## src/rtl/uart_pkg.sv

```systemverilog
// rtl/uart_pkg.sv - shared types and defaults for the UART transmit path
package uart_pkg;

    // Data width shared by the feeder and the serial transmitter
    localparam int UART_DBITS = 8;

    // Launch FSM: IDLE may launch a byte, WAIT holds until the transmitter reports done
    typedef enum logic {
        IDLE = 1'b0,
        WAIT = 1'b1
    } tx_state_e;

endpackage

```

## src/rtl/uart_sync_fifo.sv

```systemverilog
// rtl/uart_sync_fifo.sv - synchronous FIFO with explicit occupancy count and clear
module uart_sync_fifo
    import uart_pkg::*;
#(
    parameter int DBITS = UART_DBITS,
    parameter int DEPTH = 16,
    localparam int AW = $clog2(DEPTH),
    localparam int CW = $clog2(DEPTH) + 1
) (
    input  logic             clk,
    input  logic             resetn,
    input  logic             push,
    input  logic [DBITS-1:0] pushData,
    input  logic             pop,
    output logic [DBITS-1:0] popData,
    input  logic             clear,
    output logic [CW-1:0]    count,
    output logic             empty,
    output logic             full
);

    logic [DBITS-1:0] mem [DEPTH];
    logic [AW-1:0]    rdPtr;
    logic [AW-1:0]    wrPtr;
    logic             doPush;
    logic             doPop;

    // Guard the strobes locally so a misbehaving caller cannot corrupt the count
    assign doPush = push && !full && !clear;
    assign doPop  = pop && !empty && !clear;

    assign popData = mem[rdPtr];
    assign empty   = (count == '0);
    assign full    = (count == CW'(DEPTH));

    // Storage is deliberately left unreset; only the bookkeeping is cleared
    always_ff @(posedge clk) begin
        if (doPush) begin
            mem[wrPtr] <= pushData;
        end
    end

    // Pointers wrap naturally at the power-of-two depth; count tracks occupancy separately
    always_ff @(posedge clk or negedge resetn) begin
        if (!resetn) begin
            rdPtr <= '0;
            wrPtr <= '0;
            count <= '0;
        end else if (clear) begin
            rdPtr <= '0;
            wrPtr <= '0;
            count <= '0;
        end else begin
            if (doPush) begin
                wrPtr <= wrPtr + AW'(1);
            end
            if (doPop) begin
                rdPtr <= rdPtr + AW'(1);
            end
            if (doPush && !doPop) begin
                count <= count + CW'(1);
            end else if (doPop && !doPush) begin
                count <= count - CW'(1);
            end
        end
    end

endmodule

```

## src/rtl/uart_tx_fifo_feeder.sv

```systemverilog
// rtl/uart_tx_fifo_feeder.sv - buffers host bytes and launches them one at a time into the transmitter
module uart_tx_fifo_feeder
    import uart_pkg::*;
#(
    parameter int DBITS = UART_DBITS,
    parameter int DEPTH = 16,
    localparam int CW = $clog2(DEPTH) + 1
) (
    input  logic             clk,
    input  logic             resetn,
    input  logic             wr_valid,
    output logic             wr_ready,
    input  logic [DBITS-1:0] wr_data,
    input  logic             flush,
    output logic             tx_start,
    output logic [DBITS-1:0] tx_data,
    input  logic             tx_done,
    output logic             busy,
    output logic [CW-1:0]    count,
    output logic             empty,
    output logic             full
);

    tx_state_e        state;
    tx_state_e        nextState;
    logic             launch;
    logic             push;
    logic [DBITS-1:0] headData;

    assign wr_ready = !full && !flush;
    assign push     = wr_valid && wr_ready;
    assign busy     = (state == WAIT) || !empty;

    uart_sync_fifo #(
        .DBITS (DBITS),
        .DEPTH (DEPTH)
    ) fifo (
        .clk      (clk),
        .resetn   (resetn),
        .push     (push),
        .pushData (wr_data),
        .pop      (launch),
        .popData  (headData),
        .clear    (flush),
        .count    (count),
        .empty    (empty),
        .full     (full)
    );

    // FSM state register
    always_ff @(posedge clk or negedge resetn) begin
        if (!resetn) begin
            state <= IDLE;
        end else begin
            state <= nextState;
        end
    end

    // Next state and launch decision; flush blocks launches but never aborts the byte in flight
    always_comb begin
        nextState = state;
        launch    = 1'b0;
        case (state)
            IDLE: begin
                if (!empty && !flush) begin
                    launch    = 1'b1;
                    nextState = WAIT;
                end
            end
            WAIT: begin
                if (tx_done) begin
                    nextState = IDLE;
                end
            end
            default: nextState = IDLE;
        endcase
    end

    // Launch register: one-cycle start pulse, data held until the next launch
    always_ff @(posedge clk or negedge resetn) begin
        if (!resetn) begin
            tx_start <= 1'b0;
            tx_data  <= '0;
        end else begin
            tx_start <= launch;
            if (launch) begin
                tx_data <= headData;
            end
        end
    end

endmodule

```

## config.mk

```make
export PLATFORM = sky130hd
export DESIGN_NAME = uart_tx_fifo_feeder
export DESIGN_NICKNAME = d
export VERILOG_FILES = /design/src/rtl/uart_pkg.sv /design/src/rtl/uart_sync_fifo.sv /design/src/rtl/uart_tx_fifo_feeder.sv
export SDC_FILE = /design/constraint.sdc
export NUM_CORES = 1
export LEC_CHECK = 0
export ABC_AREA = 1
export BUFFER_PORTS_ARGS = -buffer_cell sky130_fd_sc_hd__buf_2
export CAP_MARGIN = 5
export CORE_ASPECT_RATIO = 1.25
export CORE_UTILIZATION = 49
export DETAILED_ROUTE_END_ITERATION = 10
export PLACE_DENSITY = 0.73
export SLEW_MARGIN = 0
export SYNTH_ARGS = -nofsm -noshare
export SYNTH_HDL_FRONTEND = slang
export SYNTH_SLANG_ARGS = --single-unit
```

## constraint.sdc

```tcl
create_clock -name clk -period 3.3 [get_ports clk]
set_input_delay 0.99 -clock clk [delete_from_list [all_inputs] [get_ports clk]]
set_output_delay 0.99 -clock clk [all_outputs]
set_load 0.005 [all_outputs]
```

==> results.json, run 1 <==
{
  "outcome": "completed",
  "synth_warnings": 0,
  "row_count": 46,
  "drt-pass1-iter-count": 5,
  "cts_hold_buf": 0,
  "grt.total_usage_pct": 23.1,
  "rsz0062_at_grt": "false",
  "vias": 4395,
  "grt_pass1_vias": 4465,
  "min_period_ns": 2.56,
  "worst_pin_slew_ns": 0.940,
  "ys_seq_area_share_pct": 68.3,
  "regToRegSetupSlack_ns": 1.08,
  "synth_top_family_by_area": "simple AND/OR/NAND/NOR gates",
  "numPortBuffers": 30,
  "postSynthCellCount": 585,
  "areaGrowthSynthToFinish_pct": 12.3,
  "r2r_start": "fifo.count[1]",
  "internal_power_w": 0.00382,
  "peakVddDrop_mv": 0.623,
  "synth_xor_area_share_pct": 0.271,
  "crit_start": "flush",
  "startpoint_type": "primary input",
  "fmax_ghz": 0.390,
  "grt_overflow": 0,
  "cts_max_path_buffers": 2,
  "slew_violations": 0,
  "p_per_area_nw_per_um2": 805,
  "swShare_pct": 34.7,
  "power.leakage_nw": 2.80,
  "setup_slack_ns": 0.736,
  "maxSlewHeadroom_pct": 37.2,
  "dp_slack_ns": 0.498,
  "post-cts-setup-buffers": 0,
  "r2r-end": "fifo.count[4]",
  "clkTransAtPathRegs_ns": 0.06,
  "p_comb_share_pct": 30.0,
  "worstSetupPathType": "in2out",
  "reg2regPathDepth": 13,
  "seqPwrFrac_pct": 39.1,
  "yosys.area_share.simple_pct": 20.2,
  "cts-root-buf": "clkbuf_16",
  "globalplace.congestion": 0.961,
  "clk_latency_ns": 0.42,
  "die_x_um": 105,
  "period_share_pct": 77.7,
  "whs_path_depth": 2,
  "wire_per_inst_um": 18.4,
  "worstPathRequired_ns": 2.31,
  "cp_max_fo": 7,
  "antenna_left": 0,
  "nets": 639,
  "clock_sinks": 151,
  "netlist_area_um2": 6470,
  "die-area_um2": 13700,
  "synthAdderAreaFrac_pct": 2.05,
  "hold_viol": 0,
  "yosysUniqueCellTypes": 28,
  "htreeDepth": 4,
  "grt_max_degree": 69,
  "hpwl_um": 9610,
  "dr.first_iter.drc_count": 455,
  "numCtsBuffers": 17,
  "setup_viol": 0,
  "grt_pass1_wl_um": 23200,
  "p_clk_share_pct": 30.9,
  "cts_tree": "done",
  "antenna_cells": 0,
  "floorplan.initialDensity_pct": 50.7,
  "holdCritPathClass": "reg2reg",
  "cts_resized": 0,
  "synth_compound_area_share_pct": 5.05,
  "critPathArrivalTime_ns": 1.57,
  "io_pins": 31,
  "setup-tns-final_ns": 0,
  "synthMuxAreaShare_pct": 0,
  "core_um2": 12800,
  "synthesis.nets": 608,
  "yosys_register_bits": 151,
  "n_fill_cell": 1091,
  "drc_errors": 0,
  "viasPerCell": 5.51,
  "finClkSkew_ns": 0.00521,
  "antenna_found_initial": 0,
  "layout-drive-gt1-share_pct": 14.1,
  "critPathCaptureType": "output pin",
  "min_to": "tx_data[3]",
  "dieHeight_um": 130,
  "min_from": "tx_data[3]",
  "switching_power_w": 0.00203,
  "max_cap_violations": 0,
  "finalWirelength_um": 14700,
  "avgSynthCellArea_um2": 11.1
}
-- cells in the final DEF, fill, tap and decap left out, drive strengths merged --
cell	instances
edfxtp	128
clkinvlp	2
nand3	58
buf	39
nand2	133
ha	9
a21oi	4
o21ai	58
nor3	2
a22o	1
fa	1
clkinv	4
inv	21
dfrtp	23
clkbuf	24
o21a	1
xnor2	2
nor2	119
-- power by group through the flow --
stage | registers, W | clock network, W | logic, W
final | 0.00229 | 0.00181 | 0.00175
after CTS | 0.00229 | 0.00182 | 0.00176
after detailed placement | 0.00233 | 0 | 0.00175
after global routing | 0.00230 | 0.00189 | 0.00198
after global placement | 0.00232 | 0 | 0.00171
after floorplan | 0.00232 | 0 | 0.00131
-- worst max-delay path, stage by stage --
cell,delay (ns)
buf_2,0.13
inv_1,0.17
nand2_2,0.10
inv_1,0.07
buf_2,0.11
-- metal layers --
layer	wire, um	vias up	global-route usage (%)
met5	0	-	0
met4	340	0	10.4
met3	880	36	5.95
met2	7770	167	41.4
met1	5670	2137	26.3
li1	-	2055	-
-- synthesized netlist by cell type --
cell type / n / area share (%)
inv_2: 3 / 0.17
buf_4: 7 / 0.81
buf_1: 1 / 0.058
clkbuf_2: 4 / 0.31
ha_1: 9 / 1.7
buf_8: 2 / 0.46
nor2_2: 10 / 0.97
nor3_1: 2 / 0.15
nand2_2: 2 / 0.19
nand3_1: 56 / 4.3
o21a_1: 1 / 0.12
o21ai_1: 24 / 1.9
buf_2: 9 / 0.70
dfrtp_1: 23 / 8.9
nand2_1: 129 / 7.5
nand3_2: 2 / 0.31
edfxtp_1: 128 / 59
inv_1: 14 / 0.81
clkinv_1: 2 / 0.12
nand2_4: 2 / 0.35
nor2_1: 108 / 6.3
fa_1: 1 / 0.31
nor2_4: 1 / 0.17
buf_6: 4 / 0.70
a21oi_1: 4 / 0.31
o21ai_0: 34 / 2.6
xnor2_1: 2 / 0.27
a22o_1: 1 / 0.14
-- cell families (layout without fill, tap and decap cells) --
kind of cell / after synthesis / in the layout
adders and majority gates: 10 / 10
xor gates and xnor gates: 2 / 2
AOI/OAI and AO/OA: 64 / 64
and+or+nand+nor: 312 / 312
buffers and inverters: 46 / 90
DFF: 151 / 151
-- registers in the layout, summed over array words and instances (netlist names) --
signal and cells:
tx_data 8, fifo.mem 128, state 1, fifo.rdPtr 4, tx_start 1, fifo.count 5
fifo.wrPtr 4
-- metrics by stage --
step	util, %	std cells	power [W]	hold slack, ns	instance area (um^2)
final	56.9	797	0.00585	0.481	7270
after floorplan	-	585	0.00362	0.472	6470
after global placement	52.5	765	0.00403	0.469	6710
after detailed placement	52.5	765	0.00407	0.461	6710
after global routing	56.9	797	0.00618	0.507	7270
after CTS	56.9	797	0.00587	0.484	7270
-- worst max-delay path by stage --
stage | end | slack, ns | cells after the start
global placement | fifo.count[4] | 0.55 | 14
global route | wr_ready | 0.67 | 5
CTS | wr_ready | 0.74 | 5
floorplan | fifo.count[4] | 0.82 | 13
finish | wr_ready | 0.74 | 5
detailed placement | fifo.count[4] | 0.50 | 14
-- area by class of cell --
type	instances	area (um^2)	share of cell area, %
Multi-Input combinational cell	388	1790	24.6
Clock inverter	8	60.1	0.826
Tap cell	168	210	2.89
Sequential cell	151	4420	60.8
Inverter	19	71.3	0.981
Clock buffer	24	503	6.92
Timing Repair Buffer	39	218	3.00
(Power assumes the default switching activity.)
==> run 2: changes to the inputs <==
PLACE_DENSITY = 0.75   (was 0.73)
clock period = 2.1 ns   (was 3.3 ns; I/O delays follow)
==> run 2 against run 1 <==
- critical path type is now reg2out
- highest routed layer unchanged
- largest power group unchanged
- global-route usage fell by 0.57 points
- sequential cell count did not move
- clock power rose by 65%
==> results.json, run 2 (synthesized netlist as in run 1, its figures left out) <==
{
  "hpwl_um": 9240,
  "holdWs_ns": 0.178,
  "regMostFlops": "fifo.mem",
  "r2r-end": "fifo.count[4]",
  "cts_hold_buf": 0,
  "regToRegSetupSlack_ns": 0.14,
  "dieHeight_um": 130,
  "top_regs": "fifo.mem x128, tx_data x8, fifo.count x5",
  "use_met3_pct": 5.26,
  "rsz0062_at_grt": "true",
  "slew_violations": 0,
  "use_met1_pct": 27.0,
  "cts-root-buf": "clkbuf_16",
  "grt_busiest_layer": "met2",
  "drc_errors": 0,
  "reg2regPathDepth": 16,
  "setup_viol": 0,
  "areaGrowthSynthToFinish_pct": 16.8,
  "hold_viol": 0,
  "antenna_left": 0,
  "critPathCaptureType": "output pin",
  "outcome": "completed",
  "globalplace.congestion": 0.894,
  "numCtsBuffers": 17,
  "period_share_pct": 98.2,
  "n_fill_cell": 1022,
  "maxSlewHeadroom_pct": 63.7,
  "clkTransAtPathRegs_ns": 0.06,
  "cts_max_path_buffers": 2,
  "met2_usage_pct": 36.8,
  "layout-drive-gt1-share_pct": 19.4,
  "viasPerCell": 5.33,
  "grt_overflow": 0,
  "antenna_cells": 0,
  "grt_pass1_vias": 4461,
  "antenna_found_initial": 0,
  "drt-pass1-iter-count": 5,
  "final_common_cell": "nand2_1",
  "max_cap_violations": 0,
  "min_period_ns": 2.06,
  "wire_per_inst_um": 17.3,
  "holdCritPathClass": "in2async",
  "critPathArrivalTime_ns": 1.43,
  "core_um2": 12800,
  "worstPathRequired_ns": 1.47,
  "htreeDepth": 4,
  "largest_reg_flops": 128,
  "floorplan.initialDensity_pct": 50.7,
  "finClkSkew_ns": 0.00939,
  "seqCellArea_um2": 4420,
  "vias": 4415,
  "power.leakage_nw": 2.97,
  "finalWirelength_um": 14300,
  "grt_max_degree": 65,
  "p_per_area_nw_per_um2": 1260,
  "io_pins": 31,
  "worst_pin_slew_ns": 0.540,
  "multiInputGateArea_um2": 1810,
  "cts_tree": "done",
  "numPortBuffers": 30,
  "setup-tns-final_ns": 0,
  "layout_common_cells": "129 x nand2_1, 128 x edfxtp_1, 106 x nor2_1",
  "r2r_start": "fifo.count[3]",
  "fmax_ghz": 0.485,
  "worstSetupPathType": "reg2out",
  "grt.total_usage_pct": 22.5,
  "clock_sinks": 151,
  "peakVddDrop_mv": 0.765,
  "startpoint_type": "flip-flop",
  "die_x_um": 105,
  "grt_pass1_wl_um": 22900,
  "clk_latency_ns": 0.42,
  "die-area_um2": 13700,
  "dr.first_iter.drc_count": 382,
  "nets": 670,
  "cp_max_fo": 3,
  "row_count": 46
}
run 2: final cells by class:
class                      count  area share [%]
sequential                   151            58.5
clock inverter                11            1.56
timing repair buffer          70            6.13
clock buffer                  21            6.09
inverter                      19           0.993
multi-input combinational    388            23.9
tap                          168            2.78
run 2: report_power, final:
part | switching [W] | internal [W] | leakage [nW] | total, W
Clock | 0.00116 | 0.00181 | 0.293 | 0.00298
Combinational | 0.00187 | 0.00107 | 1.23 | 0.00294
Sequential | 0.000137 | 0.00346 | 1.45 | 0.00359
run 2: how the worst max path moves through the flow:
stage                     cells after the start     startpoint            end
final                                         6  fifo.count[3]           busy
after detailed placement                     14          flush  fifo.count[4]
after floorplan                              13          flush  fifo.count[4]
after global placement                       14          flush  fifo.count[4]
after CTS                                     6  fifo.count[2]       wr_ready
after global routing                          6  fifo.count[3]           busy
run 2: metal layers:
layer / wire length (um) / vias up
met3: 706 / 48
li1: - / 2121
met1: 5840 / 2112
met2: 6970 / 134
met4: 770 / 0
met5: 0 / -
run 2: what timing repair did:
item                       CTS  global route
setup buffers                2             3
gates resized for setup      5             3
setup endpoints to repair    2             3
pin swaps                    2             5
run 2: per-stage QoR:
step	instance area (um^2)	util, %	worst slack (ns)	cells	power, W
2_1_floorplan	6480	-	0.0251	585	0.00570
3_3_place_gp	6920	54.2	-0.0385	792	0.00638
6_report	7560	59.1	0.0381	828	0.00951
5_1_grt	7560	59.1	-0.0151	828	0.0101
4_1_cts	7530	59.0	-0.00212	826	0.00950
3_5_place_dp	6920	54.2	-0.0833	792	0.00646
run 2: worst max-delay path: stages, from the launching register on:
cell     delay, ns
dfrtp_1       0.41
nor2_2        0.17
buf_4         0.14
nand3_4       0.08
inv_2         0.06
nand2_1       0.04
buf_2         0.11
==> run 3: changes to the inputs <==
ABC_CLOCK_PERIOD_IN_PS = 2100   (was not set)
CTS_BUF_LIST = sky130_fd_sc_hd__clkbuf_16   (was not set)
==> run 3 against run 2 <==
- critical path type unchanged
- via count grew 0.23%
- utilization shrank 0.16 points
- critical endpoint unchanged
- sequential cell count is the same
- clock skew is essentially flat
- maximum frequency is essentially flat
- combinational power is essentially flat
- global-route usage shrank 0.18 points
- die area is the same
==> results.json, run 3 (synthesized netlist as in run 1, its figures left out) <==
{
  "fmax_ghz": 0.485,
  "drt-pass1-iter-count": 5,
  "maxSlewHeadroom_pct": 63.9,
  "htreeDepth": 4,
  "slew_violations": 0,
  "cts_tree": "done",
  "worst_pin_slew_ns": 0.538,
  "design_area_um2": 7540,
  "numCtsBuffers": 17,
  "grt_pass1_vias": 4419,
  "rsz0062_at_grt": "true",
  "setup-tns-final_ns": 0,
  "setup_viol": 0,
  "drc_errors": 0,
  "startpoint_type": "flip-flop",
  "globalplace.congestion": 0.894,
  "numPortBuffers": 30,
  "critPathCaptureType": "output pin",
  "path_cells": "nor2_2, buf_4, nand3_4, inv_2, nand2_1, buf_2",
  "reg2regPathDepth": 16,
  "clk_latency_ns": 0.42,
  "top_regs": "fifo.mem x128, tx_data x8, fifo.count x5",
  "wire_per_inst_um": 17.2,
  "utilization_pct": 59.0,
  "max_stage_delay_ns": 0.41,
  "peakVddDrop_mv": 0.763,
  "layout-drive-gt1-share_pct": 19.1,
  "io_pins": 31,
  "dr.first_iter.drc_count": 389,
  "cp_top_family": "flip-flops",
  "seqPwrFrac_pct": 38.2,
  "dieHeight_um": 130,
  "cts_max_path_buffers": 2,
  "worstPathRequired_ns": 1.47,
  "floorplan.initialDensity_pct": 50.7,
  "grt_overflow": 0,
  "core_um2": 12800,
  "clock_sinks": 151,
  "holdWs_ns": 0.178,
  "min_period_ns": 2.06,
  "instances_no_fill": 828,
  "grt_pass1_wl_um": 22700,
  "swShare_pct": 33.6,
  "finalWirelength_um": 14200,
  "dp.cells": 792,
  "clkTransAtPathRegs_ns": 0.06,
  "cp_slowest_cell": "dfrtp_1",
  "viasPerCell": 5.34,
  "antenna_found_initial": 0,
  "p_comb_share_pct": 31.2,
  "hpwl_um": 9240,
  "die_x_um": 105,
  "worstSetupPathType": "reg2out",
  "regMostFlops": "fifo.mem",
  "areaGrowthSynthToFinish_pct": 16.5,
  "worst-path-buf-inv": 3,
  "power.leakage_nw": 2.97,
  "switching_power_w": 0.00316,
  "hold_viol": 0,
  "finClkSkew_ns": 0.00981,
  "post_dp_cell_area_um2": 6920,
  "final_common_cell": "nand2_1",
  "antenna_left": 0,
  "largest_reg_flops": 128,
  "antenna_cells": 0,
  "period_share_pct": 98.1,
  "p_per_area_nw_per_um2": 1250,
  "die-area_um2": 13700,
  "outcome": "completed",
  "vias": 4425,
  "layout_common_cells": "129 x nand2_1, 128 x edfxtp_1, 106 x nor2_1",
  "p_clk_share_pct": 30.6,
  "grt.total_usage_pct": 22.4,
  "grt_max_degree": 65,
  "holdCritPathClass": "in2async",
  "cp.depth": 6,
  "critPathArrivalTime_ns": 1.43,
  "max_cap_violations": 0,
  "row_count": 46,
  "cp_max_fo": 3,
  "cts-root-buf": "clkbuf_16",
  "internal_power_w": 0.00626,
  "nets": 670
}
run 3: area by class of cell:
type                    instances  area, um^2
clock buffers                  17         425
clock inverters                15         133
fillers                      1019        5240
inverters                      19        75.1
multi-input cells             388        1810
flip-flops and latches        151        4420
well taps                     168         210
repair buffers                 70         463
run 3: final timing paths:
path	slack, ns	endpoint	from
min	0.18	tx_data[3]	resetn
max reg2reg	0.14	fifo.count[4]	fifo.count[3]
max in group asynchronous	1.54	fifo.count[4]	resetn
max	0.04	busy	fifo.count[3]
min reg2reg	0.48	tx_data[0]	tx_data[0]
min in group clk	0.39	state	tx_done
run 3: through the flow:
stage,setup WS (ns),power (W)
after floorplan,0.0251,0.00570
after global placement,-0.0385,0.00638
after CTS,-0.00122,0.00941
after global routing,-0.0139,0.00996
final,0.0393,0.00942
after detailed placement,-0.0833,0.00646
run 3: power groups by stage:
| stage | clock (W) | combinational, W | sequential, W |
|---|---|---|---|
| after floorplan | 0 | 0.00205 | 0.00364 |
| after global routing | 0.00302 | 0.00332 | 0.00362 |
| after global placement | 0 | 0.00274 | 0.00363 |
| final | 0.00289 | 0.00294 | 0.00360 |
| after detailed placement | 0 | 0.00282 | 0.00364 |
| after CTS | 0.00292 | 0.00290 | 0.00360 |
run 3: layer usage:
layer / wire, um / track usage (%)
met1: 5850 / 27.1
met2: 7090 / 36.7
met3: 648 / 4.96
met4: 643 / 14.5
met5: 0 / 0
run 3: what timing repair did:
item / CTS / global route
endpoints found under the setup margin: 2 / 3
hold buffers: 0 / 0
resized for setup: 5 / 3
buffers inserted: 2 / 3
pin swaps: 2 / 5
